`src/rtl/instruction_fetch_pkg.sv`:
```
// Shared definitions for the 3-bit computer front end: opcodes, fetch FSM
// encodings and the PC width derivation.
package instruction_fetch_pkg;

  localparam int PROG_DEPTH_DEFAULT = 16;

  function automatic int pc_width(input int depth);
    return $clog2(depth);
  endfunction

  localparam int PC_W_DEFAULT = pc_width(PROG_DEPTH_DEFAULT);

  // Opcodes of the 3-bit machine, shared with instruction_decode
  localparam logic [2:0] OP_ADV = 3'd0;
  localparam logic [2:0] OP_BXL = 3'd1;
  localparam logic [2:0] OP_BST = 3'd2;
  localparam logic [2:0] OP_JNZ = 3'd3;
  localparam logic [2:0] OP_BXC = 3'd4;
  localparam logic [2:0] OP_OUT = 3'd5;
  localparam logic [2:0] OP_BDV = 3'd6;
  localparam logic [2:0] OP_CDV = 3'd7;

  localparam logic [1:0] ST_LOAD   = 2'd0;
  localparam logic [1:0] ST_RUN    = 2'd1;
  localparam logic [1:0] ST_HALTED = 2'd2;

  typedef struct packed {
    logic [2:0] opcode;
    logic [2:0] operand;
  } instr_pair_t;

endpackage

```
`src/rtl/instruction_fetch_program_mem.sv`:
```
// Program store: one synchronous write port and two combinational read
// ports so an opcode/operand pair is read in a single cycle.
module program_mem #(
  parameter int DEPTH = 16,
  parameter int AW    = 4
) (
  input  logic            clk,
  input  logic            wr_en,
  input  logic [AW-1:0]   wr_addr,
  input  logic [2:0]      wr_data,
  input  logic [2*AW-1:0] rd_addr,
  output logic [5:0]      rd_data
);

  logic [2:0] mem_reg [DEPTH];

  always_ff @(posedge clk) begin
    if (wr_en) begin
      mem_reg[wr_addr] <= wr_data;
    end
  end

  // Port 0 serves the operand (pc+1), port 1 the opcode (pc)
  genvar gi;
  generate
    for (gi = 0; gi < 2; gi++) begin : g_rd
      assign rd_data[gi*3 +: 3] = mem_reg[rd_addr[gi*AW +: AW]];
    end
  endgenerate

endmodule

```
`src/rtl/instruction_fetch.sv`:
```
// Instruction fetch: loads a program of 3-bit words, then issues
// opcode/operand pairs, honouring stall and JNZ redirects, until halt.
module instruction_fetch
  import instruction_fetch_pkg::*;
#(
  parameter int PROG_DEPTH = 16,
  parameter int PC_W       = $clog2(PROG_DEPTH)
) (
  input  logic            clk,
  input  logic            rst,
  input  logic            load_valid,
  input  logic [2:0]      load_data,
  input  logic            load_last,
  output logic            load_ready,
  input  logic            restart,
  input  logic            stall,
  input  logic            jump_taken,
  input  logic [PC_W-1:0] jump_target,
  output logic [2:0]      opcode,
  output logic [2:0]      operand,
  output logic            instr_valid,
  output logic [PC_W-1:0] pc,
  output logic            halt
);

  logic [1:0]      state_reg;
  logic [PC_W-1:0] pc_reg;
  logic [PC_W-1:0] wr_ptr_reg;
  logic [PC_W:0]   prog_len_reg;
  instr_pair_t     pair_reg;
  logic            instr_valid_reg;
  logic            halt_reg;

  logic            load_hs;
  logic            load_end;
  logic [PC_W:0]   pc_ext_plus1;
  logic [PC_W:0]   pc_ext_plus2;
  logic [PC_W-1:0] pc_seq_next;
  logic            fetch_ok;
  logic [5:0]      rd_data;
  instr_pair_t     fetched;

  assign load_ready   = (state_reg == ST_LOAD);
  assign load_hs      = load_valid & load_ready;
  assign load_end     = load_last | (wr_ptr_reg == PC_W'(PROG_DEPTH - 1));
  assign pc_ext_plus1 = {1'b0, pc_reg} + (PC_W+1)'(1);
  assign pc_ext_plus2 = {1'b0, pc_reg} + (PC_W+1)'(2);
  assign fetch_ok     = pc_ext_plus1 < prog_len_reg;

  // Stepping past the top of memory pins pc at the last address, which
  // can never start a pair, so the next fetch attempt halts.
  assign pc_seq_next = pc_ext_plus2[PC_W] ? {PC_W{1'b1}} : pc_ext_plus2[PC_W-1:0];

  program_mem #(
    .DEPTH (PROG_DEPTH),
    .AW    (PC_W)
  ) u_program_mem (
    .clk     (clk),
    .wr_en   (load_hs),
    .wr_addr (wr_ptr_reg),
    .wr_data (load_data),
    .rd_addr ({pc_reg, pc_ext_plus1[PC_W-1:0]}),
    .rd_data (rd_data)
  );

  assign fetched = instr_pair_t'(rd_data);

  always_ff @(posedge clk or posedge rst) begin
    if (rst) begin
      state_reg       <= ST_LOAD;
      pc_reg          <= '0;
      wr_ptr_reg      <= '0;
      prog_len_reg    <= '0;
      pair_reg        <= '0;
      instr_valid_reg <= 1'b0;
      halt_reg        <= 1'b0;
    end else begin
      case (state_reg)
        ST_LOAD: begin
          if (load_hs) begin
            wr_ptr_reg <= wr_ptr_reg + PC_W'(1);
            if (load_end) begin
              prog_len_reg <= {1'b0, wr_ptr_reg} + (PC_W+1)'(1);
              pc_reg       <= '0;
              state_reg    <= ST_RUN;
            end
          end
        end
        ST_RUN: begin
          if (jump_taken) begin
            pc_reg          <= jump_target;
            instr_valid_reg <= 1'b0;
          end else if (!stall) begin
            if (fetch_ok) begin
              pair_reg        <= fetched;
              instr_valid_reg <= 1'b1;
              pc_reg          <= pc_seq_next;
            end else begin
              instr_valid_reg <= 1'b0;
              halt_reg        <= 1'b1;
              state_reg       <= ST_HALTED;
            end
          end
        end
        ST_HALTED: begin
          instr_valid_reg <= 1'b0;
          if (restart) begin
            wr_ptr_reg   <= '0;
            prog_len_reg <= '0;
            pc_reg       <= '0;
            halt_reg     <= 1'b0;
            state_reg    <= ST_LOAD;
          end
        end
        default: begin
          state_reg <= ST_LOAD;
        end
      endcase
    end
  end

  assign opcode      = pair_reg.opcode;
  assign operand     = pair_reg.operand;
  assign instr_valid = instr_valid_reg;
  assign pc          = pc_reg;
  assign halt        = halt_reg;

endmodule

```
`config.mk`:
```
export PLATFORM = sky130hd
export DESIGN_NAME = instruction_fetch
export DESIGN_NICKNAME = d
export VERILOG_FILES = /design/src/rtl/instruction_fetch_pkg.sv /design/src/rtl/instruction_fetch_program_mem.sv /design/src/rtl/instruction_fetch.sv
export SDC_FILE = /design/constraint.sdc
export NUM_CORES = 1
export LEC_CHECK = 0
export ABC_AREA = 1
export CORE_ASPECT_RATIO = 0.75
export CORE_MARGIN = 5
export CORE_UTILIZATION = 45
export DETAILED_ROUTE_END_ITERATION = 16
export GPL_TIMING_DRIVEN = 0
export SKIP_CTS_REPAIR_TIMING = 1
export SYNTH_ARGS = -nofsm -noshare
export SYNTH_HDL_FRONTEND = slang
export SYNTH_SLANG_ARGS = --single-unit
export TNS_END_PERCENT = 1
```
`constraint.sdc`:
```
create_clock -name clk -period 2.96 [get_ports clk]
set_input_delay 0.592 -clock clk [delete_from_list [all_inputs] [get_ports clk]]
set_output_delay 0.592 -clock clk [all_outputs]
set_load 0.01 [all_outputs]
```
* After elaboration in Yosys (flattened, before gate mapping)
Memories as Yosys holds them, arrays and structs flattened. A register that Yosys moved wholly into a read port is not among the register bits.
Index checks and enable logic that the tools add are counted.
** Cells by class
- Mux-type cells :: 32
- Reduce and logical (&&, ||, !) cells :: 11
- Bitwise gates (word level) :: 4
- Equal/unequal tests :: 11
- Add/sub/neg operators :: 4
- $lt $le $gt $ge :: 1
** Operators with widths (number)
- two-way mux 4 bit :: 8
- two-way mux 5 bit :: 3
- two-way mux 2 bit :: 6
- one-hot mux 4 bit (3 select lines) :: 1
- AND reduction 6 bit :: 2
- adder 4 x 1 -> 5 bit, second input constant :: 2
- one-hot mux 5 bit (2 select lines) :: 1
- two-way mux 1 bit :: 9
- != test 2 bit, second input constant :: 4
- one-hot mux 4 bit (2 select lines) :: 1
- AND reduction 4 bit :: 2
- != test 3 bit, second input constant :: 2
- one-hot mux 2 bit (3 select lines) :: 1
- adder 4 x 2 -> 5 bit, second input constant :: 1
- less-than comparator 5 bit :: 1
- AND reduction 5 bit :: 1
- adder 4 x 1 -> 4 bit, second input constant :: 1
- equality test 4 bit, second input constant :: 1
- != test 2 x 1 -> 1 bit, second input constant :: 2
- one-hot mux 1 bit (2 select lines) :: 2
- nonzero test 2 bit :: 2
- AND reduction 3 bit :: 1
- nonzero test 3 bit :: 1
- equality test 2 x 1 -> 1 bit, second input constant :: 1
- other kinds (6) :: 7
** Word-level totals
- Memories :: 1
- Bits of input ports :: 14
- Output and inout port bits :: 13
- Word-level logic and storage cells :: 70
- Bits in registers :: 17
- Memory bits (writable) :: 48
** Memories
- u_program_mem.mem_reg :: words 16, width 3, rd ports 2, clocked after memory_dff 2, wr ports 1, line instruction_fetch_program_mem.sv:15 : logic [2:0] mem_reg [DEPTH];

* Depth between registers and ports, before layout
- Depth after elaboration :: 6
- Mapped depth :: 14
- Depth with buffers taken out :: 14

* Hierarchy
From an unflattened synthesis, not the netlist that was laid out.
** Unflattened totals
- Cell total of the unflattened synthesis :: 494
- Area total of the unflattened synthesis :: 4013.8 µm²
** Modules (own cells, without submodules)
- program_mem :: sequential area each 1441.4 µm², times used 1, area each 2691.3 µm², cells an instance 331
- instruction_fetch :: sequential area each 575.6 µm², times used 1, area each 1322.5 µm², cells an instance 163

* Worst setup path after synthesis
OpenSTA, ideal clock, no wires.
- Path kind :: reg-to-reg
- Start :: register pc_reg[1] (netlist: pc[1])
- End :: register pc_reg[2] (netlist: pc[2])
- Cell stages (with the launch flop) :: 14
- Path buffers :: 0
- Clock period less this slack :: 2.148 ns
- Data required time :: 2.842 ns
- Slack :: 0.812 ns
- Arrival :: 2.030 ns
- Library setup time :: 0.118 ns
- Cell sequence :: dfrtp_1 ha_1 nand2_1 o21ai_1 inv_1 ha_1 nand2_1 inv_1 nand2_1 nand3_1 nand3_1 nand2_1 nand2_1 nand2_1
** Between the ends
- Cells in the longest elaborated chain, start to end :: 6
- Elaborated cells between the ends (all ways) :: 10
- Those cells by class :: add/sub: 2; order compare: 1; eq/ne: 1; mux: 5; reduce/logical: 1
** RTL lines
- from (decl) :: line instruction_fetch.sv:27 : logic [PC_W-1:0] pc_reg;
- from (signal assigned) :: line instruction_fetch.sv:91 : pc_reg <= jump_target;
- from (signal assigned) :: line instruction_fetch.sv:97 : pc_reg <= pc_seq_next;
- branches (longest 6 deep; another with adder 4 x 1 -> 5 bit)
Parallel ways; which one is timed is not known. The select of a mux whose other input is x is not followed.
A chain may end at the register's enable or synchronous reset.

* Worst setup path after layout
- Start :: register pc_reg[1] (netlist: pc[1])
- End :: register pc_reg[1] (netlist: pc[1])
Same word-level chain as after synthesis.

==> reports/results.md <==
| Metric | Reported | Unit |
| --- | --- | --- |
| Result of the run | complete, no violations | - |
| Total setup violations reported at the end of the flow | 0 | - |
| Wire length of the first global-routing pass | 17200 | µm |
| Final cycle utilization of the critical path | 87.9 | % |
| Most frequent CP cell | sky130_fd_sc_hd__nand2_1 | - |
| Synthesis-stage register bit count | 71 | - |
| Routability congestion estimate | 0.877 | - |
| Overall power after layout | 4.71 | mW |
| Type of the tightest min-delay check | register to register | - |
| Die boundary width | 120 | µm |
| HPWL after detailed placement | 7880 | µm |
| Slew at the pin closest to its max-slew limit | 947 | ps |
| Largest voltage drop on the vdd net | 494 | µV |
| Clk root buf | sky130_fd_sc_hd__clkbuf_16 | - |
| CP delay by family, top | simple AND/OR/NAND/NOR gates | - |
| Routed wire length | 10700 | µm |
| Clock Path Buffers | 2 | - |
| Area growth, synth to finish | 18.1 | % |
| Overall die height | 92.4 | µm |
| Maximum number of pins on one net before global-route repair | 24 | - |
| Type of the setup path with the least slack | register to register | - |
| Boundary pin count | 27 | - |
| Number of antenna violations at the first check in global routing | 0 | - |
| Average detailed-routed wire length per instance | 16.0 | µm |
| Antenna diode count | 0 | - |
| CP Data Required Time | 3240 | ps |
| Initial standard-cell utilization of the core | 45.6 | % |
| Fraction of layout cells with a size suffix above 1 | 8.57 | % |
| # fillers | 855 | - |
| Detailed-router iteration count before antenna repair | 5 | - |
| Proportion of synthesized chip area in sequential cells | 49.6 | % |
| Buffering stage count on the worst path with inverters included | 1 | - |
| Maximum fanout count along the critical path | 9 | - |
| Number of flip-flops in the largest register | 48 | - |
| Slowest library cell on the worst path | sky130_fd_sc_hd__dfrtp_1 | - |
| Number of CTS-inserted buffers | 9 | - |
| RSZ-0062 raised after global routing | false | - |
| Synthesized netlist cell count | 518 | - |
| Fraction of post-synthesis cell area in the top cell type by area | 35.4 | % |
| Largest stage delay on the critical path | 590 | ps |
| Relative slew margins | 36.8 | % |
| Critical Path Sink Type | register | - |
| Number of rows created at floorplan | 30 | - |
| Library cells used by synthesis | 31 | - |
| Multi-input logic area | 1630 | µm² |
| Worst EP arrival | 2880 | ps |
| Mean area per synthesized cell | 7.86 | µm² |
| Count of port buffers added during placement | 26 | - |
| Initial DRC count | 336 | - |
| Overall Global Routing Usage | 20.4 | % |
| Ordered list of cells on the worst path | ha_1 -> nand2_1 -> o21ai_1 -> inv_1 -> ha_1 -> nand2_1 -> nor2_1 -> nand2_1 -> nand3_1 -> nand3_1 -> nand2_1 -> nand2_1 -> nand2_1 | - |
| Fin crit period | 2600 | ps |
| CTS clock-pin slew for the worst setup and hold paths | 60 | ps |
| Core box area | 8930 | µm² |
| Number of vias per cell | 5.14 | - |
| Total area of sequential cells | 2020 | µm² |
| Top area cells in the synthesized netlist | sky130_fd_sc_hd__edfxtp_1 (35%), sky130_fd_sc_hd__nand2_1 (17%), sky130_fd_sc_hd__dfrtp_1 (14%) | - |
| Clock net sink count | 71 | - |
| Detailed-route via count | 3454 | - |
| Total number of nets in the final design | 579 | - |
| Global route overflow | 0 | - |
| Static power due to leakage | 2.28 | nW |
| Cell area after synthesis | 4070 | µm² |
| Critical Path Source Type | register | - |
| Slew Viols, Final | 0 | - |
| Count of H-tree levels built during CTS | 3 | - |
| Power Density | 981 | nW/µm² |
| Insertion delay of the later-clocked pin in the worst-skew pair | 340 | ps |
| Synthesized Nets | 542 | - |
| Overall die area | 11100 | µm² |
| TritonCTS clock tree | done | - |
| Number of warning messages in the yosys log | 0 | - |
| Vias in the first global route | 3335 | - |
| Number of design rule violations left after detail routing | 0 | - |
| Post-Route Setup TNS | 0 | ps |
| Max-Cap Viols | 0 | - |
| Share of the core filled with cells | 53.8 | % |
| Fmax | 0.384 | GHz |
| Area leader, netlist | sky130_fd_sc_hd__edfxtp_1 | - |
| Fin Clk Skew | 6.98 | ps |
| Antenna-violating nets left | 0 | - |
| Number of failing hold endpoints at the final stage | 0 | - |
tightest hold or removal path: stages (launching register included):
cell and delay (ps):
sky130_fd_sc_hd__dfrtp_1 340, sky130_fd_sc_hd__nand2_1 50, sky130_fd_sc_hd__nand2_1 50
cell type report:
| type | count | share of cell area, % |
|---|---|---|
| buffer | 16 | 2.29 |
| clock buffer | 12 | 6.01 |
| clock inverter | 4 | 0.963 |
| inverter | 82 | 6.51 |
| multi-input combinational | 349 | 33.9 |
| sequential | 71 | 42.0 |
| tap | 112 | 2.92 |
| timing repair buffer | 26 | 5.42 |
metal layers:
layer / routed length [µm] / up-vias / track usage (%)
met2: 4560 / 91 / 29.6
met5: 0 / - / 0
met1: 5320 / 1632 / 29.7
met4: 158 / 0 / 6.67
met3: 693 / 15 / 5.31
li1: - / 1716 / -
placed cells by master (no fill, tap or decap), types with 3 or more instances in the layout:
| cell | netlist | final |
|---|---|---|
| sky130_fd_sc_hd__ha_1 | 10 | 10 |
| sky130_fd_sc_hd__o21ai_0 | 11 | 11 |
| sky130_fd_sc_hd__a21oi_1 | 3 | 3 |
| sky130_fd_sc_hd__nand2_1 | 187 | 187 |
| sky130_fd_sc_hd__inv_1 | 76 | 76 |
| sky130_fd_sc_hd__buf_4 | 3 | 3 |
| sky130_fd_sc_hd__clkbuf_16 | 0 | 11 |
| sky130_fd_sc_hd__buf_6 | 4 | 4 |
| sky130_fd_sc_hd__nor2_1 | 31 | 31 |
| sky130_fd_sc_hd__buf_2 | 7 | 7 |
| sky130_fd_sc_hd__clkdlybuf4s50_1 | 0 | 26 |
| sky130_fd_sc_hd__inv_2 | 5 | 5 |
| sky130_fd_sc_hd__dfrtp_1 | 23 | 23 |
| sky130_fd_sc_hd__nand3_1 | 82 | 82 |
| sky130_fd_sc_hd__edfxtp_1 | 48 | 48 |
| sky130_fd_sc_hd__o21ai_1 | 3 | 3 |
logic make-up after synthesis:
kind of cell	Yosys count	share of synthesized area, %
adders and majority gates	10	3.07
and+or+nand+nor	315	33.4
AOI/OAI and AO/OA	21	2.74
xor gates and xnor gates	3	0.830
buffers and inverters	98	10.4
DFF	71	49.6
metrics by stage:
stage	cells	hold WS [ps]	setup slack, ps	area, µm²
2_1_floorplan	518	449	812	4070
3_3_place_gp	656	465	392	4470
3_5_place_dp	656	466	378	4470
4_1_cts	672	482	343	4810
5_1_grt	672	506	22.3	4810
6_report	672	477	357	4810
where the power goes:
part / total [mW] / leakage (nW) / internal [mW] / switching (mW)
clock: 1.18 / 0.169 / 0.775 / 0.409
combinational: 2.17 / 1.39 / 0.779 / 1.39
sequential: 1.36 / 0.722 / 1.23 / 0.129
cells in the mapped netlist (all sizes together):
cell and count:
o211ai 1, nor3 2, a21oi 3, o21ai 14, dfrtp 23, o22ai 1, clkinv 1, xnor2 2
edfxtp 48, inv 81, nor2 35, nand2 190, or2 2, nand3 83, clkbuf 2, a31oi 2
buf 14, xor2 1, nand4 2, nand3b 1, ha 10
path summary, 6_finish.rpt:
path | startpoint | to | slack [ps] | cells after the start
setup / recovery | pc[1] | pc[1] | 360 | 13
setup reg to reg | pc[1] | pc[1] | 360 | 13
hold reg to reg | opcode[1] | opcode[1] | 480 | 2
min in group asynchronous | rst | operand[0] | 770 | 2
hold / removal | opcode[1] | opcode[1] | 480 | 2
max in group asynchronous | rst | wr_ptr_reg[0] | 1610 | 2
Note: power is estimated with default switching activity, not from simulation.
